File: src/rtl/hdmi_cmd_ctrl.sv
// hdmi_cmd_ctrl: UART command processor for the HDMI tester.
// Decodes single-byte commands and, depending on the command, loads the EDID RAM,
// drives HPD, or runs a gated frequency measurement on one of NUM_CH counter
// channels. Every reply goes out as uppercase hex followed by CR LF.
// Optional feature macro: EDID_READBACK_EN adds the 'R' command, which streams
// back the whole EDID RAM.
module hdmi_cmd_ctrl #(
    parameter int NUM_CH      = 2,
    parameter int CTR_W       = 28,
    parameter int GATE_CYCLES = 50000000,
    parameter int EDID_AW     = 15
) (
    input  logic                    clk,
    input  logic                    rst_n,
    input  logic                    rx_strobe,
    input  logic [7:0]              rx_data,
    input  logic                    rx_break,
    output logic                    tx_load,
    output logic [7:0]              tx_data,
    input  logic                    tx_idle,
    output logic                    edid_we,
    output logic [EDID_AW-1:0]      edid_waddr,
    output logic [7:0]              edid_wdata,
    output logic [EDID_AW-1:0]      edid_raddr,
    input  logic [7:0]              edid_rdata,
    output logic                    hpd,
    input  logic [NUM_CH-1:0]       locked,
    output logic [NUM_CH-1:0]       ctr_req,
    input  logic [NUM_CH-1:0]       ctr_ack,
    input  logic [NUM_CH*CTR_W-1:0] ctr_val
);
    // Reply digits are kept top-aligned in a shift register that is wide enough
    // for either a full counter value or one EDID byte.
    localparam int NIB  = (CTR_W + 3) / 4;
    localparam int VW   = (NIB * 4 > 8) ? NIB * 4 : 8;
    localparam int SH   = VW - NIB * 4;
    localparam int CH_W = (NUM_CH > 1) ? $clog2(NUM_CH) : 1;
    localparam int GW   = $clog2(GATE_CYCLES + 1);

    localparam logic [GW-1:0] GATE_LOAD = GW'(GATE_CYCLES - 1);
    localparam logic [7:0]    NUM_CH_B  = 8'(NUM_CH);
    localparam logic [3:0]    NIB_C     = 4'(NIB);
    localparam logic [VW-1:0] ALL_F     = {VW{1'b1}} << SH;

    typedef enum logic [3:0] {
        WAIT_BREAK, WAIT_CMD, WAIT_CH, MEAS_TIME, MEAS_RES,
        EDID, HPD, RB, SEND_VAL, SEND_CR, SEND_LF
    } state_t;

    state_t               state_q, state_d;
    logic                 tx_load_q, tx_load_d;
    logic [7:0]           tx_data_q, tx_data_d;
    logic                 edid_we_q, edid_we_d;
    logic [EDID_AW-1:0]   edid_waddr_q, edid_waddr_d;
    logic [7:0]           edid_wdata_q, edid_wdata_d;
    logic                 hpd_q, hpd_d;
    logic [NUM_CH-1:0]    ctr_req_q, ctr_req_d;
    logic [CH_W-1:0]      ch_q, ch_d;
    logic [GW-1:0]        gate_q, gate_d;
    logic [VW-1:0]        val_q, val_d;
    logic [3:0]           dig_q, dig_d;
`ifdef EDID_READBACK_EN
    logic [EDID_AW-1:0]   edid_raddr_q, edid_raddr_d;
    logic [7:0]           rdata_q, rdata_d;
    logic                 rb_q, rb_d;
    logic [1:0]           rb_wait_q, rb_wait_d;
    logic                 rb_done_q, rb_done_d;
`else
    logic                 unused_rdata;
    assign unused_rdata = ^edid_rdata;
`endif

    logic [CTR_W-1:0]     val_arr [NUM_CH];
    logic [7:0]           ch_off;
    logic                 ch_ok;
    logic [CH_W-1:0]      ch_sel;
    logic                 can_load;

    for (genvar i = 0; i < NUM_CH; i++) begin : g_val
        assign val_arr[i] = ctr_val[i*CTR_W +: CTR_W];
    end

    assign ch_off   = rx_data - 8'h30;
    assign ch_ok    = (rx_data >= 8'h30) && (ch_off < NUM_CH_B);
    assign ch_sel   = ch_off[CH_W-1:0];
    // A new load needs an idle transmitter and no load in the previous cycle.
    assign can_load = tx_idle && !tx_load_q;

    function automatic logic [7:0] hex_char(input logic [3:0] n);
        return (n < 4'd10) ? (8'h30 + {4'h0, n}) : (8'h37 + {4'h0, n});
    endfunction

    // Next-state and output computation for the command FSM.
    always_comb begin
        state_d      = state_q;
        tx_load_d    = 1'b0;
        tx_data_d    = tx_data_q;
        edid_we_d    = 1'b0;
        edid_waddr_d = edid_we_q ? edid_waddr_q + EDID_AW'(1) : edid_waddr_q;
        edid_wdata_d = edid_wdata_q;
        hpd_d        = hpd_q;
        ctr_req_d    = ctr_req_q;
        ch_d         = ch_q;
        gate_d       = gate_q;
        val_d        = val_q;
        dig_d        = dig_q;
`ifdef EDID_READBACK_EN
        edid_raddr_d = edid_raddr_q;
        rdata_d      = edid_rdata;
        rb_d         = rb_q;
        rb_wait_d    = rb_wait_q;
        rb_done_d    = rb_done_q;
`endif
        if (rx_break) begin
            // Break wins over everything; a registered tx_load still completes.
            state_d = WAIT_CMD;
`ifdef EDID_READBACK_EN
            rb_d    = 1'b0;
`endif
        end else begin
            case (state_q)
                WAIT_BREAK: ;
                WAIT_CMD: begin
                    if (rx_strobe) begin
                        case (rx_data)
                            8'h43: state_d = WAIT_CH;
                            8'h45: begin
                                state_d      = EDID;
                                edid_waddr_d = '0;
                            end
                            8'h48: state_d = HPD;
`ifdef EDID_READBACK_EN
                            8'h52: begin
                                state_d      = RB;
                                edid_raddr_d = '0;
                                rb_d         = 1'b1;
                                rb_wait_d    = 2'd0;
                                rb_done_d    = 1'b0;
                            end
`endif
                            default: state_d = WAIT_BREAK;
                        endcase
                    end
                end
                WAIT_CH: begin
                    if (rx_strobe) begin
                        if (ch_ok && locked[ch_sel]) begin
                            ch_d              = ch_sel;
                            ctr_req_d[ch_sel] = ~ctr_req_q[ch_sel];
                            gate_d            = GATE_LOAD;
                            state_d           = MEAS_TIME;
                        end else begin
                            val_d   = ALL_F;
                            dig_d   = NIB_C;
                            state_d = SEND_VAL;
                        end
                    end
                end
                MEAS_TIME: begin
                    if (!locked[ch_q]) begin
                        val_d   = ALL_F;
                        dig_d   = NIB_C;
                        state_d = SEND_VAL;
                    end else if (gate_q == '0) begin
                        ctr_req_d[ch_q] = ~ctr_req_q[ch_q];
                        state_d         = MEAS_RES;
                    end else begin
                        gate_d = gate_q - GW'(1);
                    end
                end
                MEAS_RES: begin
                    if (!locked[ch_q]) begin
                        val_d   = ALL_F;
                        dig_d   = NIB_C;
                        state_d = SEND_VAL;
                    end else if (ctr_req_q[ch_q] == ctr_ack[ch_q]) begin
                        val_d   = VW'(val_arr[ch_q]) << SH;
                        dig_d   = NIB_C;
                        state_d = SEND_VAL;
                    end
                end
                EDID: begin
                    // The write to the last address has just happened: reply "0".
                    if (edid_we_q && (edid_waddr_q == '1)) begin
                        val_d   = '0;
                        dig_d   = 4'd1;
                        state_d = SEND_VAL;
                    end else if (rx_strobe) begin
                        edid_we_d    = 1'b1;
                        edid_wdata_d = rx_data;
                    end
                end
                HPD: begin
                    if (rx_strobe) begin
                        hpd_d   = rx_data[0];
                        val_d   = '0;
                        dig_d   = 4'd1;
                        state_d = SEND_VAL;
                    end
                end
`ifdef EDID_READBACK_EN
                RB: begin
                    // Wait out RAM latency plus the capture register, then queue a byte.
                    if (rb_wait_q != 2'd2) begin
                        rb_wait_d = rb_wait_q + 2'd1;
                    end else begin
                        val_d        = VW'(rdata_q) << (VW - 8);
                        dig_d        = 4'd2;
                        rb_done_d    = (edid_raddr_q == '1);
                        edid_raddr_d = edid_raddr_q + EDID_AW'(1);
                        state_d      = SEND_VAL;
                    end
                end
`endif
                SEND_VAL: begin
                    if (can_load) begin
                        tx_load_d = 1'b1;
                        tx_data_d = hex_char(val_q[VW-1 -: 4]);
                        val_d     = val_q << 4;
                        dig_d     = dig_q - 4'd1;
                        if (dig_q == 4'd1) begin
`ifdef EDID_READBACK_EN
                            if (rb_q && !rb_done_q) begin
                                state_d   = RB;
                                rb_wait_d = 2'd0;
                            end else begin
                                state_d = SEND_CR;
                            end
`else
                            state_d = SEND_CR;
`endif
                        end
                    end
                end
                SEND_CR: begin
                    if (can_load) begin
                        tx_load_d = 1'b1;
                        tx_data_d = 8'h0D;
                        state_d   = SEND_LF;
                    end
                end
                SEND_LF: begin
                    if (can_load) begin
                        tx_load_d = 1'b1;
                        tx_data_d = 8'h0A;
                        state_d   = WAIT_CMD;
`ifdef EDID_READBACK_EN
                        rb_d      = 1'b0;
`endif
                    end
                end
                default: state_d = WAIT_BREAK;
            endcase
        end
    end

    // State and registered outputs, cleared asynchronously on reset.
    always_ff @(posedge clk or negedge rst_n) begin
        if (!rst_n) begin
            state_q      <= WAIT_BREAK;
            tx_load_q    <= 1'b0;
            tx_data_q    <= 8'h00;
            edid_we_q    <= 1'b0;
            edid_waddr_q <= '0;
            edid_wdata_q <= 8'h00;
            hpd_q        <= 1'b0;
            ctr_req_q    <= '0;
            ch_q         <= '0;
            gate_q       <= '0;
            val_q        <= '0;
            dig_q        <= 4'd0;
`ifdef EDID_READBACK_EN
            edid_raddr_q <= '0;
            rdata_q      <= 8'h00;
            rb_q         <= 1'b0;
            rb_wait_q    <= 2'd0;
            rb_done_q    <= 1'b0;
`endif
        end else begin
            state_q      <= state_d;
            tx_load_q    <= tx_load_d;
            tx_data_q    <= tx_data_d;
            edid_we_q    <= edid_we_d;
            edid_waddr_q <= edid_waddr_d;
            edid_wdata_q <= edid_wdata_d;
            hpd_q        <= hpd_d;
            ctr_req_q    <= ctr_req_d;
            ch_q         <= ch_d;
            gate_q       <= gate_d;
            val_q        <= val_d;
            dig_q        <= dig_d;
`ifdef EDID_READBACK_EN
            edid_raddr_q <= edid_raddr_d;
            rdata_q      <= rdata_d;
            rb_q         <= rb_d;
            rb_wait_q    <= rb_wait_d;
            rb_done_q    <= rb_done_d;
`endif
        end
    end

    assign tx_load    = tx_load_q;
    assign tx_data    = tx_data_q;
    assign edid_we    = edid_we_q;
    assign edid_waddr = edid_waddr_q;
    assign edid_wdata = edid_wdata_q;
    assign hpd        = hpd_q;
    assign ctr_req    = ctr_req_q;
`ifdef EDID_READBACK_EN
    assign edid_raddr = edid_raddr_q;
`else
    assign edid_raddr = '0;
`endif

endmodule
File: config.mk
export PLATFORM = sky130hd
export DESIGN_NAME = hdmi_cmd_ctrl
export DESIGN_NICKNAME = d
export VERILOG_FILES = /design/src/rtl/hdmi_cmd_ctrl.sv
export SDC_FILE = /design/constraint.sdc
export NUM_CORES = 1
export LEC_CHECK = 0
export ABC_AREA = 0
export BUFFER_PORTS_ARGS = -buffer_cell sky130_fd_sc_hd__buf_2
export CAP_MARGIN = 5
export CORE_AREA = 3 3 117 108
export DETAILED_ROUTE_END_ITERATION = 12
export DIE_AREA = 0 0 120 111
export GPL_TIMING_DRIVEN = 0
export PLACE_DENSITY_LB_ADDON = 0.12
export SETUP_SLACK_MARGIN = 0.5
export SLEW_MARGIN = 15
export SYNTH_ARGS = -nofsm -noshare
export SYNTH_HDL_FRONTEND = slang
export SYNTH_SLANG_ARGS = --single-unit
File: constraint.sdc
create_clock -name clk -period 7.7 [get_ports clk]
set_input_delay 1.155 -clock clk [delete_from_list [all_inputs] [get_ports clk]]
set_output_delay 1.155 -clock clk [all_outputs]
set_load 0.01 [all_outputs]
==> impl_metrics.toml, run 1 <==
[die]
die_area_um2 = 13300
fp.dieH_um = 111
placement_rows = 37
fp.dieW_um = 120
start_util_pct = 49.9
ioPinCount = 132
coreArea_um2 = 11400

[pwr]
design_power_total_mw = 2.30
reported_leakage_power_nw = 3.07
vdd.ir_drop.worst_uv = 166
power_density_nw_per_um2 = 335

[critical_path]
critical_path.cell_chain = "clkbuf_1 -> nor4b_2 -> a21oi_1 -> o21ai_0 -> nand4_1 -> or4_1 -> nand3_1"
cp.buffers_inverters = 1
worstPathRequired_ns = 7.99
critical-path-slowest-cell = "nor4b_2"
worst_path_dominant_cell_family = "simple AND/OR/NAND/NOR gates"
regToRegStartpoint = "state_q[3]$_DFFE_PN0P_"
timing_worst_setup_path_type = "reg -> reg"
timing.critical_path.fanout_max = 10
critical_path.startpoint_type = "flop"
cp-end-kind = "flop"
critical_path.max_stage_delay_ns = 0.95
timing.critical_path.from = "state_q[3]$_DFFE_PN0P_"
critical_path_arrival_ns = 3.65

[timing]
fin_crit_sh_pct = 43.7
fin_hold_viols = 0
grt_setup_unrepaired = "no"
fmax_mhz = 297
worst_slew_margin_pct = 26.7
setup_viols_final = 0
tightestPinTransition_ns = 1.10
final-max-slew-violation-count = 0
final_period_minus_worst_setup_slack_ns = 3.37
setup-tns-final_ns = 0
timing.clock.skew_ns = 0.00926

[layout]
finalCoreUtilization_pct = 60.1
post_route_cells_drive_above_1_share_pct = 21.6
syn2layout_area_growth_pct = 20.5
finalNetCount = 840
post-route-cell-area_um2 = 6870
insertedDiodeCount = 0
seqCellArea_um2 = 2450
fillCellCount = 1093
multiInputGateArea_um2 = 2990

[logic_synthesis]
synth.distinct_cells = 59
largest_cells_by_area_after_synthesis = "dfrtp_1 43%, mux2i_1 5.8%, nand2_1 5.6%"
post_synth_instance_area_um2 = 5710
synth_enable_flop_cells = 0
synth.ff_latch_count = 98
async_flop_share_pct = 100
synth_top_area_share_pct = 43.0
synth_sequential_area_ratio_pct = 43.0
ys.warnings.count = 0
ys_dominant_reg_cell = "dfrtp_1"
yosys.area.top_type = "dfrtp_1"
synth_cells = 621
syn_area_per_cell_um2 = 9.19

[drt]
route.detailed.vias_per_inst = 5.62
drtPass1Iterations = 6
initialDrtViolationCount = 408
drt-wirelength-per-cell_um = 16.5
drc_errors = 0
via_count = 5138
drt-total-wl_mm = 15.1
ant_nets = 0

[global_route]
grt_pass1_vias = 4970
grt_max_degree = 56
grt_use_total_pct = 22.8
gr-total-overflow = 0
grt_pass1_wl_mm = 24.7
antenna_found_initial = 0

[clock_tree]
cts_root_buf = "clkbuf_16"
max_root_sink_buffers = 2
post_cts.repair.setup_buffers = 0
worst_skew_pair.late_latency_ns = 0.35
num_clock_sinks = 98
clock_tree_from_tritoncts = "done"
cts.hold.buffers_added = 0
post_cts_resized = 0
cts-buffers-inserted = 9
clkTransAtPathRegs_ns = 0.07
level_count_of_the_clock_h_tree = 3

[placement]
final_hpwl_dp_mm = 11.3
numPortBuffers = 106
weighted_congestion_reported_at_the_end_of_routability_driven_placement = 0.883
dpl-instance-area_um2 = 6530

[job]
cap_violations = 0

[status]
status = "completed"

[min_path]
hold_removal_path_class = "reg -> reg"
hold_path.startpoint = "val_q[2]$_DFFE_PN0P_"
[placed cells by master (no fill, tap or decap), types with 3 or more instances in the layout]
master / count
ha_1: 5
clkbuf_1: 36
a211oi_1: 10
conb_1: 16
a221oi_1: 24
and4_1: 6
or4_1: 5
nand2b_1: 7
nor4_1: 14
buf_4: 16
mux2i_1: 33
and2_1: 3
bufinv_16: 3
mux2_2: 11
buf_2: 106
dfrtp_1: 98
xnor2_1: 26
nand2_1: 85
nand3b_1: 3
nor3b_1: 4
inv_1: 14
nand3_1: 19
a31oi_1: 3
nor2_1: 50
nor4b_1: 4
nor2b_1: 3
xor2_1: 9
a21o_1: 7
nand4_1: 7
or3_1: 12
nor3_1: 14
o21ai_0: 35
or2_2: 3
a21oi_1: 13
clkbuf_16: 9
o31ai_1: 8
[synth_stat cells, drive strengths merged (3+ instances only)]
library cell / number
nor4b: 6
nand3: 19
nand2: 85
dfrtp: 98
mux2i: 33
ha: 5
nor3b: 4
or2: 3
nand2b: 7
xor2: 9
nand4: 7
nor3: 15
nand3b: 3
a211oi: 10
a21o: 7
and4: 6
nor2b: 3
a21oi: 13
or3: 12
nor4: 16
xnor2: 26
nor2: 50
o31ai: 8
a31oi: 3
o21ai: 35
or4: 6
inv: 14
or4b: 4
and2: 3
clkbuf: 36
a221oi: 24
mux2: 11
or3b: 3
buf: 19
[cell type report]
type,count,share of cell area (%)
Multi-Input combinational cell,469,43.5
Sequential cell,98,35.7
Timing Repair Buffer,107,8.21
Buffer,55,4.00
Clock buffer,10,3.48
Tap cell,156,2.84
Clock inverter,5,1.49
Inverter,14,0.764
[report_power, final]
| part | leakage (nW) | internal [mW] | total [mW] | switching (mW) |
|---|---|---|---|---|
| Combinational | 1.71 | 0.363 | 0.882 | 0.519 |
| Sequential | 1.19 | 0.724 | 0.898 | 0.174 |
| Clock | 0.165 | 0.324 | 0.521 | 0.197 |
[logic make-up after synthesis]
family / count (synthesis) / share of synthesized area, %
AOI/OAI and AO/OA: 114 / 13.5
xor gates and xnor gates: 35 / 5.37
adders and majority gates: 5 / 1.10
buffers and inverters: 69 / 5.75
DFF: 98 / 43.0
muxes: 44 / 7.96
other: 1 / 0.0657
and+or+nand+nor: 255 / 23.2
[state kept, by name, indices dropped and copies added, names as in the netlist]
name and flops:
ctr_req 2, tx_data 7, ch_q 1, edid_we 1
gate_q 26, tx_load 1, state_q 4, hpd 1
val_q 28, edid_waddr 15, edid_wdata 8, dig_q 4
[through the flow]
stage          setup WS [ns]  cells  hold WS, ns
6_report                4.33    914        0.484
5_1_grt                 4.10    914        0.493
2_1_floorplan           4.49    636        0.450
4_1_cts                 4.29    914        0.485
3_5_place_dp            3.95    899        0.469
3_3_place_gp            4.03    898        0.464
[per-layer routing]
layer | GRT usage [%] | part of all wire [%]
met1 | 32.6 | 46
met3 | 4.39 | 5.2
met4 | 6.34 | 1.7
met2 | 35.4 | 47
met5 | 0 | 0
[final timing paths]
path                                          endpoint  slack [ns]  depth (start not counted)
worst max-delay path              dig_q[3]$_DFFE_PN0P_        4.33                          7
worst min-delay path              val_q[2]$_DFFE_PN0P_        0.48                          1
worst max register to register    dig_q[3]$_DFFE_PN0P_        4.33                          7
worst min register to register    val_q[2]$_DFFE_PN0P_        0.48                          1
max in group asynchronous         val_q[0]$_DFFE_PN0P_        6.37                          2
min in group asynchronous       gate_q[25]$_DFFE_PN0P_        0.72                          1
[worst reg2reg max path: stages (launching register included)]
cell and delay (ns):
dfrtp_1 0.36, clkbuf_1 0.35, nor4b_2 0.95, a21oi_1 0.38, o21ai_0 0.21, nand4_1 0.36, or4_1 0.59, nand3_1 0.09
Note: power is estimated with default switching activity, not from simulation.
==> inputs of run 2 (changes only) <==
- CORE_AREA: 3 3 117 108 -> 3 3 118 109
- DIE_AREA: 0 0 120 111 -> 0 0 121 112
- clock period: 7.7 -> 3 ns (I/O delays scaled with it)
==> run 2 against run 1 <==
  * Sequential share of layout area down 2.9 points
  * Count of clock-buffer cells in the layout up 2
  * First-iteration DRC count down 8.1%
  * Global-route usage down 0.082 points
  * Die area up 1.7%
  * Register-to-register slack worse by 4.1 ns
  * Total power rose to 2.6 times the previous value
  * Largest power group is now combinational cells
  * Flip-flop and latch count unchanged
  * Largest cell class unchanged
  * Via count up 4.0%
  * Routed wire length up 2.7%
==> impl_metrics.toml, run 2 (synthesized netlist as in run 1, its figures left out) <==
[global_route]
gr-total-overflow = 0
grt_max_degree = 57
grt_pass1_vias = 5223
grt_pass1_wl_mm = 25.0
grt_use_total_pct = 22.7
antenna_found_initial = 0

[die]
fp.dieW_um = 121
start_util_pct = 48.2
placement_rows = 38
fp.dieH_um = 112
ioPinCount = 132
coreArea_um2 = 11800
die_area_um2 = 13600

[status]
status = "completed"

[placement]
dpl-instance-area_um2 = 6530
detailedPlace.worstSlack_ns = -0.172
numPortBuffers = 106
weighted_congestion_reported_at_the_end_of_routability_driven_placement = 0.903
final_hpwl_dp_mm = 11.0

[drt]
via_count = 5345
ant_nets = 0
drt-wirelength-per-cell_um = 16.4
drc_errors = 0
route.detailed.vias_per_inst = 5.66
drt-total-wl_mm = 15.5
initialDrtViolationCount = 375
drtPass1Iterations = 5

[layout]
post-route-cell-area_um2 = 7480
top_register = "val_q"
insertedDiodeCount = 0
largest_register_ffs = 28
layout_commonest_cell = "buf_2"
fillCellCount = 994
syn2layout_area_growth_pct = 31.0
post_route_cells_drive_above_1_share_pct = 33.1
multiInputGateArea_um2 = 3340
finalNetCount = 867
layout.cells.most_common_list = "106 x buf_2, 98 x dfrtp_1, 85 x nand2_1"
seqCellArea_um2 = 2450

[critical_path]
cp-end-kind = "flop"
critical_path_arrival_ns = 3.02
critical_path.startpoint_type = "flop"
timing.critical_path.fanout_max = 3
timing_worst_setup_path_type = "reg -> reg"
worstPathRequired_ns = 3.29

[clock_tree]
max_root_sink_buffers = 2
level_count_of_the_clock_h_tree = 3
clkTransAtPathRegs_ns = 0.06
num_clock_sinks = 98
clock_tree_from_tritoncts = "done"
cts-buffers-inserted = 9
cts_root_buf = "clkbuf_16"
worst_skew_pair.late_latency_ns = 0.35

[pwr]
power_report.internal_total_mw = 3.64
p_seq_share_pct = 38.7
sw_frac_of_total_pct = 39.6
combPwrFrac_pct = 42.4
power.clock.fraction_pct = 19.0
vdd.ir_drop.worst_uv = 362
reported_leakage_power_nw = 3.34
power_density_nw_per_um2 = 807
power.net_switching_mw = 2.39

[job]
cap_violations = 0

[timing]
setup_viols_final = 0
fmax_mhz = 366
tightestPinTransition_ns = 0.853
grt_setup_unrepaired = "yes"
worst_slew_margin_pct = 42.8
final_critical_path_setup_slack_ns = 0.269
timing.clock.skew_ns = 0.00676
fin_hold_viols = 0
final-max-slew-violation-count = 0
fin_crit_sh_pct = 91.0
final_period_minus_worst_setup_slack_ns = 2.73

[min_path]
hold_removal_path_class = "in -> async"
-- run 2: repair_timing --
item,in CTS,in global routing
resized for setup,47,76
pin swaps,11,24
setup buffers,19,7
endpoints found under the setup margin,82,87
hold buffers,0,0
gates cloned,1,0
-- run 2: area by class of cell --
class	count	area share, %
tap	160	2.68
sequential	98	32.8
multi-input combinational	469	44.7
buffer	55	4.62
clock buffer	12	3.30
timing repair buffer	134	10.6
inverter	14	0.703
clock inverter	3	0.536
-- run 2: path summary, 6_finish.rpt --
kind,slack (ns),cells past startpoint,startpoint,to
setup / recovery,0.27,7,gate_q[7]$_DFFE_PN0P_,gate_q[25]$_DFFE_PN0P_
hold / removal,0.006,1,rst_n,gate_q[16]$_DFFE_PN0P_
setup reg to reg,0.27,7,gate_q[7]$_DFFE_PN0P_,gate_q[25]$_DFFE_PN0P_
hold reg to reg,0.48,2,tx_data[5]$_DFFE_PN0P_,tx_data[5]$_DFFE_PN0P_
max in group asynchronous,2.38,2,rst_n,dig_q[1]$_DFFE_PN0P_
min in group clk,0.36,2,rx_data[7],edid_wdata[7]$_DFFE_PN0P_
-- run 2: through the flow --
step	power, mW	TNS [ns]	util (%)	hold slack [ns]	cells
4_1_cts	5.86	0	60.5	0.0214	938
6_report	6.04	0	63.1	0.00583	945
3_3_place_gp	4.45	-2.82	54.9	0.462	902
5_1_grt	6.49	0	63.1	0.0348	945
2_1_floorplan	3.78	0	-	0.154	636
3_5_place_dp	4.56	-4.33	55.2	0.391	903
-- run 2: critical path: stages (launching register included) --
cell and delay (ns):
dfrtp_1 0.39, or4_4 0.55, or3_4 0.34, buf_6 0.14
nor4_4 0.25, or4b_4 0.51, or4_4 0.43, nand3_2 0.08
-- run 2: power groups by stage --
| stage | Clock, mW | Sequential (mW) | Combinational (mW) |
|---|---|---|---|
| after floorplan | 0 | 2.30 | 1.47 |
| after global placement | 0 | 2.30 | 2.15 |
| after detailed placement | 0 | 2.33 | 2.22 |
| after CTS | 1.16 | 2.32 | 2.38 |
| after global routing | 1.23 | 2.41 | 2.85 |
| final | 1.15 | 2.33 | 2.56 |
-- run 2: per-layer routing --
layer  wire length [um]  global-route usage, %  part of all wire, %
met5                  0                      0                    0
met4                337                   8.61                  2.2
met3                891                   4.27                  5.7
met2               7860                   38.6                   51
met1               6440                   28.7                   41
==> inputs of run 3 (changes only) <==
- BUFFER_PORTS_ARGS: -buffer_cell sky130_fd_sc_hd__buf_2 -> -buffer_cell sky130_fd_sc_hd__buf_4
==> run 3 against run 2 <==
  * Count of clock-buffer cells in the layout is the same
  * Critical path type unchanged
  * Flip-flop and latch count is the same
  * Design area grew 1.8%
  * Register-to-register slack gained 0.05 ns
  * Sequential share of layout area shrank 0.57 points
  * Routed wire length shrank 1.1%
==> impl_metrics.toml, run 3 (synthesized netlist as in run 1, its figures left out) <==
[placement]
weighted_congestion_reported_at_the_end_of_routability_driven_placement = 0.904
place.detailed.instances = 902
final_hpwl_dp_mm = 10.8
numPortBuffers = 106

[critical_path]
critical_path_arrival_ns = 2.87
timing.critical_path.fanout_max = 6
critical-path-slowest-cell = "or4_4"
critical_path.startpoint_type = "flop"
worstPathRequired_ns = 3.19
critical_path.max_stage_delay_ns = 0.53
cp-end-kind = "flop"
timing_worst_setup_path_type = "reg -> reg"
critical_path.cell_chain = "or4_4 -> or3_4 -> buf_6 -> buf_6 -> buf_8 -> nor4_4 -> buf_4 -> buf_8 -> nor4_2 -> xnor2_1 -> nor2_1"

[pwr]
sw_frac_of_total_pct = 39.3
reported_leakage_power_nw = 3.39
vdd.ir_drop.worst_uv = 319
power_report.internal_total_mw = 3.69
power.net_switching_mw = 2.39
p_seq_share_pct = 38.4
design_power_total_mw = 6.08
combPwrFrac_pct = 44.6
power.clock.fraction_pct = 17.0
power_density_nw_per_um2 = 799

[clock_tree]
level_count_of_the_clock_h_tree = 3
cts_root_buf = "clkbuf_16"
clkTransAtPathRegs_ns = 0.06
clock_tree_from_tritoncts = "done"
worst_skew_pair.late_latency_ns = 0.34
num_clock_sinks = 98
cts-buffers-inserted = 9
cts.hold.buffers_added = 0
max_root_sink_buffers = 2

[drt]
drtPass1Iterations = 5
route.detailed.vias_per_inst = 5.54
initialDrtViolationCount = 390
via_count = 5246
drc_errors = 0
drt-total-wl_mm = 15.4
ant_nets = 0
drt-wirelength-per-cell_um = 16.2

[layout]
post_route_cells_drive_above_1_share_pct = 31.5
layout_commonest_cell = "buf_4"
layout.cells.non_filler = 947
finalCoreUtilization_pct = 64.3
fillCellCount = 982
top_register = "val_q"
syn2layout_area_growth_pct = 33.4
insertedDiodeCount = 0
layout.cells.most_common_list = "146 x buf_4, 97 x dfrtp_1, 85 x nand2_1"
seqCellArea_um2 = 2450
largest_register_ffs = 28
finalNetCount = 869
multiInputGateArea_um2 = 3260

[job]
cap_violations = 0

[die]
die_area_um2 = 13600
fp.dieW_um = 121
fp.dieH_um = 112
coreArea_um2 = 11800
ioPinCount = 132
start_util_pct = 48.2
placement_rows = 38

[timing]
timing.clock.skew_ns = 0.00452
tightestPinTransition_ns = 0.894
grt_setup_unrepaired = "yes"
worst_slew_margin_pct = 40.4
setup_viols_final = 0
final-max-slew-violation-count = 0
fin_hold_viols = 0
fmax_mhz = 372
finalHoldWorstSlack_ns = 0.178
final_period_minus_worst_setup_slack_ns = 2.69
fin_crit_sh_pct = 89.5

[global_route]
grt_pass1_wl_mm = 24.7
grt_pass1_vias = 5082
gr-total-overflow = 0
grt_use_total_pct = 22.4
grt_max_degree = 99
antenna_found_initial = 0

[status]
status = "completed"

[min_path]
hold_removal_path_class = "in -> async"
==> run 3: timing repair <==
item | 4_1_cts | 5_1_grt
endpoints found under the setup margin | 81 | 82
gates cloned | 1 | 0
setup buffers | 20 | 9
pin swaps | 17 | 19
hold endpoints to repair | 0 | 0
gates resized for setup | 52 | 50
==> run 3: area by class of cell <==
type,instances,area share (%)
buffer,55,4.46
tap,160,2.63
clock buffer,12,3.11
clock inverter,3,0.230
timing repair buffer,136,13.8
multi-input combinational,469,42.8
sequential,98,32.2
inverter,14,0.690
==> run 3: worst max-delay path: cells and delay by family, from the launching register on <==
family / cells / cell delay, ns
XOR/XNOR: 1 / 0.19
AND/OR/NAND/NOR: 5 / 1.27
buffers and inverters: 5 / 0.67
flip-flops: 1 / 0.39
==> run 3: stage by stage <==
step,TNS (ns),worst slack (ns),instance area [um2]
floorplan,0,0.335,5770
global placement,-5.35,-0.235,6770
detailed placement,-7.80,-0.310,6770
CTS,0,0.311,7390
global route,0,0.218,7610
finish,0,0.315,7610
==> run 3: worst paths after layout <==
check	startpoint	endpoint	slack [ns]	depth (start not counted)
hold / removal	rst_n	gate_q[2]$_DFFE_PN0P_	0.18	1
setup / recovery	gate_q[6]$_DFFE_PN0P_	gate_q[9]$_DFFE_PN0P_	0.31	11
max in group asynchronous	rst_n	gate_q[8]$_DFFE_PN0P_	2.16	1
setup reg to reg	gate_q[6]$_DFFE_PN0P_	gate_q[9]$_DFFE_PN0P_	0.31	11
hold reg to reg	tx_data[5]$_DFFE_PN0P_	tx_data[5]$_DFFE_PN0P_	0.49	2
min in group clk	rx_break	state_q[2]$_DFFE_PN0P_	0.35	2
==> run 3: routing by layer <==
| metal | vias up | routed length (um) | track usage (%) |
|---|---|---|---|
| met4 | 0 | 489 | 9.67 |
| met1 | 2468 | 6330 | 28.4 |
| met3 | 42 | 814 | 3.10 |
| li1 | 2528 | - | - |
| met2 | 208 | 7720 | 38.1 |
| met5 | - | 0 | 0 |
==> run 3: power by group through the flow <==
stage,Combinational [mW],Sequential [mW],Clock (mW)
floorplan,1.47,2.30,0
global placement,2.27,2.32,0
detailed placement,2.33,2.34,0
CTS,2.54,2.32,1.05
global route,3.01,2.40,1.11
finish,2.71,2.33,1.03
